===== config.mk =====
export PLATFORM = sky130hd
export DESIGN_NAME = tail_light_sequencer
export DESIGN_NICKNAME = d
export VERILOG_FILES = /design/src/rtl/tail_light_sequencer.sv
export SDC_FILE = /design/constraint.sdc
export NUM_CORES = 1
export LEC_CHECK = 0
export BUFFER_PORTS_ARGS = -buffer_cell sky130_fd_sc_hd__buf_2
export CAP_MARGIN = 25
export CELL_PAD_IN_SITES_DETAIL_PLACEMENT = 1
export CELL_PAD_IN_SITES_GLOBAL_PLACEMENT = 1
export CORE_UTILIZATION = 44
export CTS_CLUSTER_DIAMETER = 150
export DETAILED_ROUTE_END_ITERATION = 10
export PLACE_DENSITY_LB_ADDON = 0.1
export SETUP_SLACK_MARGIN = 0.05
export SLEW_MARGIN = 25
export SYNTH_ARGS = -nofsm -noshare
export SYNTH_HDL_FRONTEND = slang
export SYNTH_SLANG_ARGS = --single-unit

===== constraint.sdc =====
create_clock -name clk -period 3 [get_ports clk]
set_clock_uncertainty 0.05 [all_clocks]
set_input_delay 0.15 -clock clk [delete_from_list [all_inputs] [get_ports clk]]
set_output_delay 0.15 -clock clk [all_outputs]
set_load 0.01 [all_outputs]

===== src/rtl/tail_light_sequencer.sv =====
// rtl/tail_light_sequencer.sv - six-lamp turn/hazard tail-light sequencer
// Optional brake overlay enabled by defining BRAKE_OVERLAY_EN.
module tail_light_sequencer #(
  parameter int STEP_CYCLES = 3,
  parameter int CNT_W       = 11
) (
  input  logic       clk,
  input  logic       reset,
  input  logic       left_req,
  input  logic       right_req,
  input  logic       hazard_req,
  input  logic       brake,
  output logic [5:0] light_out,
  output logic       busy,
  output logic       seq_done
);

  typedef enum logic [3:0] {
    S_IDLE, S_L1, S_L2, S_L3, S_R1, S_R2, S_R3, S_HZ_ON, S_HZ_OFF
  } state_t;

  state_t           state_q, state_d;
  logic [CNT_W-1:0] cnt_q, cnt_d;
  logic [5:0]       light_q, light_d;
  logic             busy_q, busy_d;
  logic             done_q, done_d;
  logic             haz, step_end;

  assign haz      = hazard_req | (left_req & right_req);
  assign step_end = (cnt_q == CNT_W'(STEP_CYCLES - 1));

  always_comb begin
    state_d = state_q;
    cnt_d   = '0;
    done_d  = 1'b0;
    light_d = 6'b000000;
    busy_d  = 1'b1;

    case (state_q)
      S_IDLE: begin
        if (haz)            state_d = S_HZ_ON;
        else if (left_req)  state_d = S_L1;
        else if (right_req) state_d = S_R1;
      end
      S_L1: if (haz) state_d = S_HZ_ON; else if (step_end) state_d = S_L2;
      S_L2: if (haz) state_d = S_HZ_ON; else if (step_end) state_d = S_L3;
      S_R1: if (haz) state_d = S_HZ_ON; else if (step_end) state_d = S_R2;
      S_R2: if (haz) state_d = S_HZ_ON; else if (step_end) state_d = S_R3;
      S_L3, S_R3: begin
        if (haz) begin
          state_d = S_HZ_ON;
        end else if (step_end) begin
          state_d = S_IDLE;
          done_d  = 1'b1;
        end
      end
      S_HZ_ON:  if (!haz) state_d = S_IDLE; else if (step_end) state_d = S_HZ_OFF;
      S_HZ_OFF: if (!haz) state_d = S_IDLE; else if (step_end) state_d = S_HZ_ON;
      default:  state_d = S_IDLE;
    endcase

    // Counter restarts on every state change; never passes STEP_CYCLES-1.
    if (state_d == state_q && state_q != S_IDLE) cnt_d = cnt_q + 1'b1;

    case (state_d)
      S_L1:    light_d = 6'b001000;
      S_L2:    light_d = 6'b011000;
      S_L3:    light_d = 6'b111000;
      S_R1:    light_d = 6'b000100;
      S_R2:    light_d = 6'b000110;
      S_R3:    light_d = 6'b000111;
      S_HZ_ON: light_d = 6'b111111;
      default: light_d = 6'b000000;
    endcase
    if (state_d == S_IDLE) busy_d = 1'b0;

`ifdef BRAKE_OVERLAY_EN
    if (brake) begin
      case (state_d)
        S_IDLE:             light_d = 6'b111111;
        S_L1, S_L2, S_L3:   light_d = light_d | 6'b000111;
        S_R1, S_R2, S_R3:   light_d = light_d | 6'b111000;
        default:            light_d = light_d;
      endcase
    end
`endif
  end

`ifndef BRAKE_OVERLAY_EN
  logic unused_brake;
  assign unused_brake = brake;
`endif

  always_ff @(posedge clk) begin
    if (reset) begin
      state_q <= S_IDLE;
      cnt_q   <= '0;
      light_q <= 6'b000000;
      busy_q  <= 1'b0;
      done_q  <= 1'b0;
    end else begin
      state_q <= state_d;
      cnt_q   <= cnt_d;
      light_q <= light_d;
      busy_q  <= busy_d;
      done_q  <= done_d;
    end
  end

  assign light_out = light_q;
  assign busy      = busy_q;
  assign seq_done  = done_q;

endmodule


==> impl_results.md, run 1 <==
* Min Tclk post-route at between 2 and 3 ns
* ANT nets after route at 0
* Max Fclk at 393.9 MHz
* Worst path bufs/invs at 2
* Largest stage delay on the critical path at approximately 0.45 ns
* Critical Path Sink Type: register
* Nets at about 170
* RSZ-0062 raised after global routing: no
* Fin cells at 191
* Slew HR at between 50% and 60%
* Mux contribution to synthesized area at around 1.0%
* Fin util at approximately half
* Htree depth at 1
* Post_cts resized at 0
* CTS clock-pin slew for the worst setup and hold paths at approximately 0.13 ns
* Die span in x at between 50 and 60 µm
* Peak supply drop at between 0.0003 and 0.0004 V
* Syn Nets at ~160
* WL final at around 3200 µm
* Worst path slowest cell: and3_1
* Clock Root Buffer: clkbuf_4
* Global route total overflow at 0
* LEAKAGE at between 0.4 and 0.5 nW
* # port buffers at 12
* YS warnings at 0
* Syn_area_per_cell at around 8.8 µm²
* Post-synthesis xor/xnor area fraction at 6.487%
* Post-synthesis cell count at between 150 and 200
* Initial DRC count at 28
* WHS at between 0.15 and 0.2 ns
* Post CTS Setup Buffer Count at 0
* Worst path required time at 3.16 ns
* Full die area at ~3300 µm²
* Post-DP HPWL at 2252 µm
* Count of pins over their slew limit at 0
* Vias in the first global route at between 1000 and 1500
* Share of layout cells above drive strength 1 at between 20% and 30%
* Initial antenna violation count at 0
* Final RePlAce weighted congestion at about 0.87
* FP Rows at 19
* Power density cells at 438.3 nW/µm²
* Setup_tns at 0 ns
* Placed Area at around 1400 µm²
* Largest family of logic cells by synthesized area: simple AND/OR/NAND/NOR gates
* Post-route DRC at 0
* Largest net degree at the start of global routing at 21
* CTS Buf Count at 3
* Ant diodes at 0
* Hold Crit Class: input port to register
* Sequential area share after synthesis at about a third
* Setup CP Type: register to register
* CP delay by family, top: simple AND/OR/NAND/NOR gates
* Hold buffer count at cts at 0
* Arr. time, crit path at around 2.7 ns
* Adder-Cell Fraction of Synth Area at about 1.9%
* First-pass GRT wire length at ~5500 µm
* Yosys reg bits at 23
* Core ar. at approximately 2800 µm²
* Routed len/inst at 16.60 µm
* Hold Startpoint: hazard_req
* Slew of the pin with the lowest slew margin at between 0.6 and 0.7 ns
* Filler cell count in the final layout at 365
* Tcrit/Tclk final at between 80% and 90%
* GRT Total Usage at a little over a fifth
* Post-route cell area at ~1400 µm²
* Synth Area in Compound Gates at 17.89%
* Vias per inst at between 6 and 7
* Critical Path Start Type: register
* Simple-gate share of the synthesized area at 32.53%
* CP startpoint: cnt_q[0]$_SDFF_PP0_
* Die height at around 57 µm
* # setup viols final at 0
* Synth unique cells at between 40 and 50
* Drt first pass iters at 4
* Final Hold Vio Count at 0
* Most common cell after layout, fill and taps aside: dfxtp_1
* Mapped Area at 1350 µm²
* Initial Utilization at a little under half
* Number of instances in the placed design at roughly 190
* Via count at ~1200
* Worst r2r src: cnt_q[0]$_SDFF_PP0_
* Commonest cells after routing, fill and taps aside: dfxtp_1 (23), nor2_1 (17), nand3_1 (12), buf_2 (12), nand2_1 (8)
* CP Max Fanout at 11
* Max cap viols at 0
* Area growth from synthesis to layout at 5.931%
* # IOs at 14
* CTS sink count at 23
* Outcome: finished, final reports clean
* Clock Tree Buf Depth at 2
* Clock Latency Late Sink at 0.31 ns
* Critical path cell sequence: inv_1 > ha_1 > nor4b_2 > and3_1 > mux2i_2 > and3_2 > o211ai_2 > buf_4 > nor4_1
* CTS tree: done
cells in the mapped netlist (all sizes together):
cell	n	area share, %
a21o	3	1.8
o41ai	2	1.3
inv	4	1.1
ha	2	1.9
o21ai	3	1.1
xnor2	6	3.9
o21a	1	0.56
nor2	17	4.7
buf	7	3.9
nand3b	1	0.56
nor2b	1	0.46
nand2b	2	0.93
nor3	6	2.2
o211ai	3	2.0
dfxtp	23	34
nor4	13	10
a22o	1	0.65
or3	2	0.93
o2bb2ai	1	0.65
xor2	4	2.6
a21oi	3	1.4
a41o	1	0.74
nand3	12	4.4
and2	2	0.93
o31a	1	0.65
and3	5	2.5
a2111oi	1	0.65
a311oi	1	1.1
nor4b	1	1.1
nand2	8	2.2
a31oi	2	0.93
a211o	2	1.4
mux2i	1	1.0
nand4b	1	0.65
nand4	1	0.46
a32oi	1	0.65
o32ai	1	0.65
clkbuf	4	1.1
a211oi	3	1.7
metrics by stage:
step	setup WS (ns)	power, mW
after floorplan	0.9009	0.4501
after global routing	0.2193	0.6624
after CTS	0.4011	0.6367
final	0.4612	0.6269
after global placement	0.3196	0.4806
after detailed placement	0.5116	0.4887
area by class of cell:
| type | count | area, µm² | share of cell area [%] |
|---|---|---|---|
| clock inverters | 1 | 7.507 | 0.5249 |
| inverters | 4 | 15.01 | 1.050 |
| clock buffers | 3 | 22.52 | 1.575 |
| repair buffers | 14 | 75.07 | 5.249 |
| well taps | 31 | 38.79 | 2.712 |
| flip-flops and latches | 23 | 460.4 | 32.20 |
| multi-input cells | 115 | 810.8 | 56.69 |
worst register-to-register path, delay by kind of cell, from the launching register on:
kind,cells,cell delay [ns]
AO/OA/AOI/OAI,1,0.07
adder cells (fa/ha/maj),1,0.14
buffers and inverters,2,0.26
flip-flops,1,0.36
multiplexers,1,0.42
AND/OR/NAND/NOR,4,1.14
sequential cells by signal (all words and copies together), names as in the netlist:
register	count
light_out	6
seq_done	1
state_q	4
cnt_q	11
busy	1
logic make-up after synthesis:
logic type      count (synthesis)
simple gates                   72
compound gates                 30
flops                          23
buf+inv                        15
xor+xnor                       10
fa+ha+maj                       2
mux                             1
metal layers:
metal / vias to the layer above / share of wire [%] / track usage, %
met3: 2 / 2.2 / 4.308
met4: 0 / 0.47 / 4.878
met2: 13 / 49 / 37.38
met5: - / 0 / 0
met1: 573 / 48 / 26.82
li1: 583 / - / -
report_power, final:
group	switching (mW)	internal, mW
sequential	0.0215	0.322
combinational	0.0879	0.0504
clock	0.0939	0.0508
path summary, 6_finish.rpt:
check	cells past startpoint	to	slack (ns)
hold / removal	4	seq_done$_SDFF_PP0_	0.17
hold reg to reg	1	cnt_q[0]$_SDFF_PP0_	0.46
setup / recovery	9	cnt_q[1]$_SDFF_PP0_	0.46
setup reg to reg	9	cnt_q[1]$_SDFF_PP0_	0.46
Power figures use the tool's default switching activity.
==> inputs of run 2 (changes only) <==
--- a/config.mk
+++ b/config.mk
@@ -9,7 +9,7 @@
 export CAP_MARGIN = 25
 export CELL_PAD_IN_SITES_DETAIL_PLACEMENT = 1
 export CELL_PAD_IN_SITES_GLOBAL_PLACEMENT = 1
-export CORE_UTILIZATION = 44
+export CORE_UTILIZATION = 39
 export CTS_CLUSTER_DIAMETER = 150
 export DETAILED_ROUTE_END_ITERATION = 10
 export PLACE_DENSITY_LB_ADDON = 0.1
==> constraint.sdc (replaced) <==
create_clock -name clk -period 2.2 [get_ports clk]
set_clock_uncertainty 0.05 [all_clocks]
set_input_delay 0.11 -clock clk [delete_from_list [all_inputs] [get_ports clk]]
set_output_delay 0.11 -clock clk [all_outputs]
set_load 0.01 [all_outputs]
==> impl_results.md, run 2 (synthesis results as in run 1) <==
* Min Tclk post-route at roughly 2.2 ns
* Reg power frac at 43.9%
* Fin cells at between 200 and 250
* Worst path required time at between 2 and 2.5 ns
* Peak supply drop at about 0.00038 V
* Int Pwr at 667.3 µW
* Clock Tree Buf Depth at 2
* Max reg flops at 11
* Via count at about 1400
* Ant diodes at 0
* Dpl ws at -0.1688 ns
* Outcome: finished, violations left
* Commonest cells after routing, fill and taps aside: buf_4 (21), dfxtp_1 (18), nor2_1 (14)
* Largest net degree at the start of global routing at 21
* R2r endpoint: cnt_q[0]$_SDFF_PP0_
* Most common cell after layout, fill and taps aside: buf_4
* RSZ-0062 raised after global routing: yes
* Slew HR at 56.54%
* Most flop-heavy register: cnt_q
* Max cap viols at 0
* Clock Root Buffer: clkbuf_4
* Htree depth at 1
* Initial antenna violation count at 0
* Die span in x at 60.84 µm
* Max Fclk at roughly 440 MHz
* Post-DP HPWL at roughly 2700 µm
* Number of instances in the placed design at approximately 220
* Share of layout cells above drive strength 1 at 47.87%
* Final RePlAce weighted congestion at a little under 0.9
* # IOs at 14
* Tcrit/Tclk final at 102.2%
* CTS sink count at 23
* CP Max Fanout at 5
* CTS Buf Count at 3
* Post-route DRC at 0
* Die height at 60.84 µm
* Drt first pass iters at 5
* Hold Startpoint: hazard_req
* GRT Total Usage at about 29%
* Worst r2r src: cnt_q[0]$_SDFF_PP0_
* Slew of the pin with the lowest slew margin at 0.6519 ns
* Core ar. at about 3200 µm²
* Power density cells at roughly 530 nW/µm²
* First-pass GRT wire length at between 7000 and 8000 µm
* CTS clock-pin slew for the worst setup and hold paths at around 0.15 ns
* Initial Utilization at between 40% and 50%
* Post-route cell area at just under 2000 µm²
* Final Hold Vio Count at 0
* # setup viols final at 10
* Hold path depth at 4
* Combinational Power Share at about a third
* Vias per inst at about 6.0
* LEAKAGE at around 0.72 nW
* Vias in the first global route at about 1500
* Hold Crit Class: input port to register
* Clock Latency Late Sink at around 0.35 ns
* Initial DRC count at 55
* Area growth from synthesis to layout at 47.36%
* Sw Share at a little under two fifths
* Setup CP Type: register to register
* # port buffers at 12
* Placed Area at 1580 µm²
* Global route total overflow at 0
* Setup_tns at -0.2204 ns
* Filler cell count in the final layout at 370
* Nets at roughly 200
* Full die area at 3701 µm²
* Routed len/inst at around 21 µm
* Clock power share at roughly 22%
* Count of pins over their slew limit at 0
* Critical Path Sink Type: register
* ANT nets after route at 0
* Arr. time, crit path at between 2 and 2.5 ns
* Flop2flop setup slack at -0.05 ns
* WL final at 4900 µm
* End of the worst hold path: seq_done$_SDFF_PP0_
* FP Rows at 20
* P_sw at just under 400 µW
* Total Power at 1.058 mW
* Critical Path Start Type: register
* Violated checks: negative setup slack
* Setup WS post-layout at -0.04886 ns
* CTS tree: done
* FF-to-FF path depth at 10
run 2: final cells by class:
cell class	count	area, µm²	area share (%)
clock buffer	3	22.52	1.132
inverter	4	15.01	0.7547
tap	44	55.05	2.767
clock inverter	1	5.005	0.2516
timing repair buffer	42	364.1	18.30
sequential	23	466.7	23.46
multi-input combinational	115	1061	53.33
run 2: per-layer routing:
layer | vias up | track usage, % | share of wire [%]
li1 | 641 | - | -
met1 | 690 | 34.90 | 44
met2 | 45 | 52.43 | 50
met3 | 11 | 4.478 | 3.1
met4 | 0 | 12.66 | 3.0
met5 | - | 0 | 0
run 2: metrics by stage:
step	util, %	hold WS [ns]
2_1_floorplan	-	0.2575
3_3_place_gp	49.72	0.4546
3_5_place_dp	49.72	0.4549
4_1_cts	60.20	0.1362
5_1_grt	62.60	0.1620
6_report	62.60	0.1428
run 2: worst max path at each step:
| stage | from | end | slack (ns) |
|---|---|---|---|
| 2_1_floorplan | cnt_q[0]$_SDFF_PP0_ | cnt_q[3]$_SDFF_PP0_ | 0.10 |
| 3_3_place_gp | cnt_q[0]$_SDFF_PP0_ | light_out[3]$_SDFF_PP0_ | -0.1 |
| 3_5_place_dp | cnt_q[0]$_SDFF_PP0_ | light_out[3]$_SDFF_PP0_ | -0.17 |
| 4_1_cts | cnt_q[0]$_SDFF_PP0_ | cnt_q[2]$_SDFF_PP0_ | 0.03 |
| 5_1_grt | cnt_q[0]$_SDFF_PP0_ | cnt_q[10]$_SDFF_PP0_ | -0.09 |
| 6_report | cnt_q[0]$_SDFF_PP0_ | cnt_q[0]$_SDFF_PP0_ | -0.05 |
run 2: power by group through the flow:
stage / Sequential [mW] / Combinational [mW] / Clock [mW]
floorplan: 0.468 / 0.146 / 0
global placement: 0.466 / 0.233 / 0
detailed placement: 0.467 / 0.240 / 0
CTS: 0.461 / 0.331 / 0.212
global route: 0.466 / 0.384 / 0.247
finish: 0.464 / 0.364 / 0.230
run 2: timing repair:
| action | in CTS | in global routing |
|---|---|---|
| pin swaps | 11 | 17 |
| resized for setup | 43 | 17 |
| cloned | 2 | 0 |
| hold buffers | 0 | 0 |
| setup buffers | 6 | 2 |
| endpoints found under the setup margin | 18 | 17 |
run 2: worst max-delay path: stages, from the launching register on:
cell	delay, ns
dfxtp_2	0.37
inv_2	0.04
ha_4	0.14
nor4b_4	0.13
buf_4	0.14
nand3_4	0.11
nand4_1	0.20
a311oi_2	0.42
o211ai_4	0.14
clkbuf_16	0.18
nor4_4	0.24
==> inputs of run 3 (changes only) <==
--- a/config.mk
+++ b/config.mk
@@ -9,7 +9,7 @@
 export CAP_MARGIN = 25
 export CELL_PAD_IN_SITES_DETAIL_PLACEMENT = 1
 export CELL_PAD_IN_SITES_GLOBAL_PLACEMENT = 1
-export CORE_UTILIZATION = 39
+export CORE_UTILIZATION = 40
 export CTS_CLUSTER_DIAMETER = 150
 export DETAILED_ROUTE_END_ITERATION = 10
 export PLACE_DENSITY_LB_ADDON = 0.1
==> constraint.sdc (replaced) <==
create_clock -name clk -period 2.65 [get_ports clk]
set_clock_uncertainty 0.05 [all_clocks]
set_input_delay 0.1325 -clock clk [delete_from_list [all_inputs] [get_ports clk]]
set_output_delay 0.1325 -clock clk [all_outputs]
set_load 0.01 [all_outputs]
==> impl_results.md, run 3 (synthesis results as in run 1) <==
* Outcome: finished, final reports clean
* Initial DRC count at 75
* Max cap viols at 0
* Setup CP Type: register to register
* WL final at 3260 µm
* CP Max Fanout at 11
* Drt first pass iters at 4
* Worst path required time at around 2.8 ns
* Slew HR at 68.66%
* Arr. time, crit path at approximately 2.7 ns
* Final Hold Vio Count at 0
* RSZ-0062 raised after global routing: yes
* Metal3 WL at approximately 68 µm
* # IOs at 14
* Via count at 1199
* Worst r2r src: cnt_q[0]$_SDFF_PP0_
* Die height at roughly 60 µm
* Max reg flops at 11
* Wire length on met2 at 1481 µm
* Post-route DRC at 0
* Ant diodes at 0
* Flop2flop setup slack at 0.17 ns
* Initial Utilization at between 40% and 50%
* CTS tree: done
* End of the worst hold path: seq_done$_SDFF_PP0_
* Commonest cells after routing, fill and taps aside: dfxtp_1 (23), nor2_1 (17), buf_2 (12)
* FF-to-FF path depth at 9
* Routed len/inst at 15.75 µm
* Slew of the pin with the lowest slew margin at 0.4689 ns
* Die span in x at 60.10 µm
* Post CTS Setup Buffer Count at 0
* LEAKAGE at between 0.5 and 0.6 nW
* Clock Tree Buf Depth at 2
* Critical Path Start Type: register
* GRT Total Usage at just over 20%
* Met1 wire length at about 1700 µm
* Vias in the first global route at 1115
* Hold Crit Class: input port to register
* Power density cells at a little under 500 nW/µm²
* Nets at around 170
* Global route total overflow at 0
* Core ar. at between 3000 and 4000 µm²
* CTS sink count at 23
* Initial antenna violation count at 0
* # port buffers at 12
* CTS clock-pin slew for the worst setup and hold paths at about 0.13 ns
* Largest net degree at the start of global routing at 21
* Most common cell after layout, fill and taps aside: dfxtp_1
* Peak supply drop at 0.0003345 V
* Htree depth at 1
* Count of pins over their slew limit at 0
* Area growth from synthesis to layout at 10.66%
* Clock Root Buffer: clkbuf_4
* Max Fclk at around 400 MHz
* Post-DP HPWL at between 2000 and 2500 µm
* Most flop-heavy register: cnt_q
* FP Rows at 20
* Final RePlAce weighted congestion at 0.8071
* ANT nets after route at 0
* Min Tclk post-route at 2.481 ns
* Critical Path Sink Type: register
* First-pass GRT wire length at around 5300 µm
* R2r endpoint: cnt_q[4]$_SDFF_PP0_
* Top Layer Used: met4
* Full die area at approximately 3600 µm²
* # setup viols final at 0
* Vias per inst at 5.792
* Clock Latency Late Sink at between 0.3 and 0.4 ns
* WHS at 0.1606 ns
* Share of layout cells above drive strength 1 at 24.54%
* Hold Startpoint: hazard_req
* Tcrit/Tclk final at a little over nine tenths
* Hold path depth at 4
* Setup_tns at 0 ns
* CTS Buf Count at 3
## run 3: changes by cell type in the layout (fill, tap and decap cells not counted), moves of 5 or more
cell,previous run,this run
buf_4,21,4
buf_6,5,0
dfxtp_1,18,23
dfxtp_2,5,0
nor4_2,2,7
nor4_4,9,1
## run 3: area by class of cell
class | instances | area, µm²
sequential | 23 | 460.4
clock buffer | 4 | 26.28
fill | 380 | 1634
timing repair buffer | 17 | 110.1
inverter | 4 | 15.01
multi-input combinational | 115 | 827.0
tap | 44 | 55.05
## run 3: worst max path at each step
stage                         from                   to  slack (ns)
5_1_grt        cnt_q[0]$_SDFF_PP0_  cnt_q[5]$_SDFF_PP0_        0.01
3_5_place_dp   cnt_q[0]$_SDFF_PP0_  cnt_q[5]$_SDFF_PP0_        0.09
4_1_cts        cnt_q[0]$_SDFF_PP0_  cnt_q[4]$_SDFF_PP0_        0.16
3_3_place_gp   cnt_q[0]$_SDFF_PP0_  cnt_q[2]$_SDFF_PP0_        0.18
2_1_floorplan  cnt_q[0]$_SDFF_PP0_  cnt_q[3]$_SDFF_PP0_        0.55
6_report       cnt_q[0]$_SDFF_PP0_  cnt_q[4]$_SDFF_PP0_        0.17
## run 3: per-stage QoR
step / area, µm² / setup WS (ns) / total power [mW] / utilization, % / instances
floorplan: 1350 / 0.5509 / 0.5096 / - / 153
global placement: 1448 / 0.1830 / 0.5613 / 46.28 / 203
detailed placement: 1448 / 0.08722 / 0.5670 / 46.28 / 203
CTS: 1475 / 0.1606 / 0.7341 / 47.16 / 207
global route: 1494 / 0.01219 / 0.7691 / 47.76 / 207
finish: 1494 / 0.1694 / 0.7276 / 47.76 / 207
## run 3: metal layers
layer,vias up,GRT usage (%)
met4,0,7.973
met5,-,0
met2,20,30.32
met3,5,2.597
met1,587,29.29
li1,587,-
## run 3: critical path, cell delays in order (launching register included)
cell and delay (ns):
dfxtp_1 0.36, inv_1 0.07, ha_1 0.16, nor4b_2 0.29
and3_2 0.40, mux2i_4 0.35, and3_2 0.23, o211ai_2 0.10
buf_12 0.17, nor4_2 0.22
## run 3: report_power, final
part           total [mW]  leakage [nW]  internal, mW  switching [mW]
combinational       0.184         0.318        0.0703           0.114
sequential          0.378         0.189         0.365          0.0127
clock               0.166        0.0150        0.0589           0.107
## run 3: timing repair
item / CTS / global route
hold buffers: 0 / 0
pin swaps: 0 / 0
resized for setup: 1 / 4
setup endpoints to repair: 2 / 8
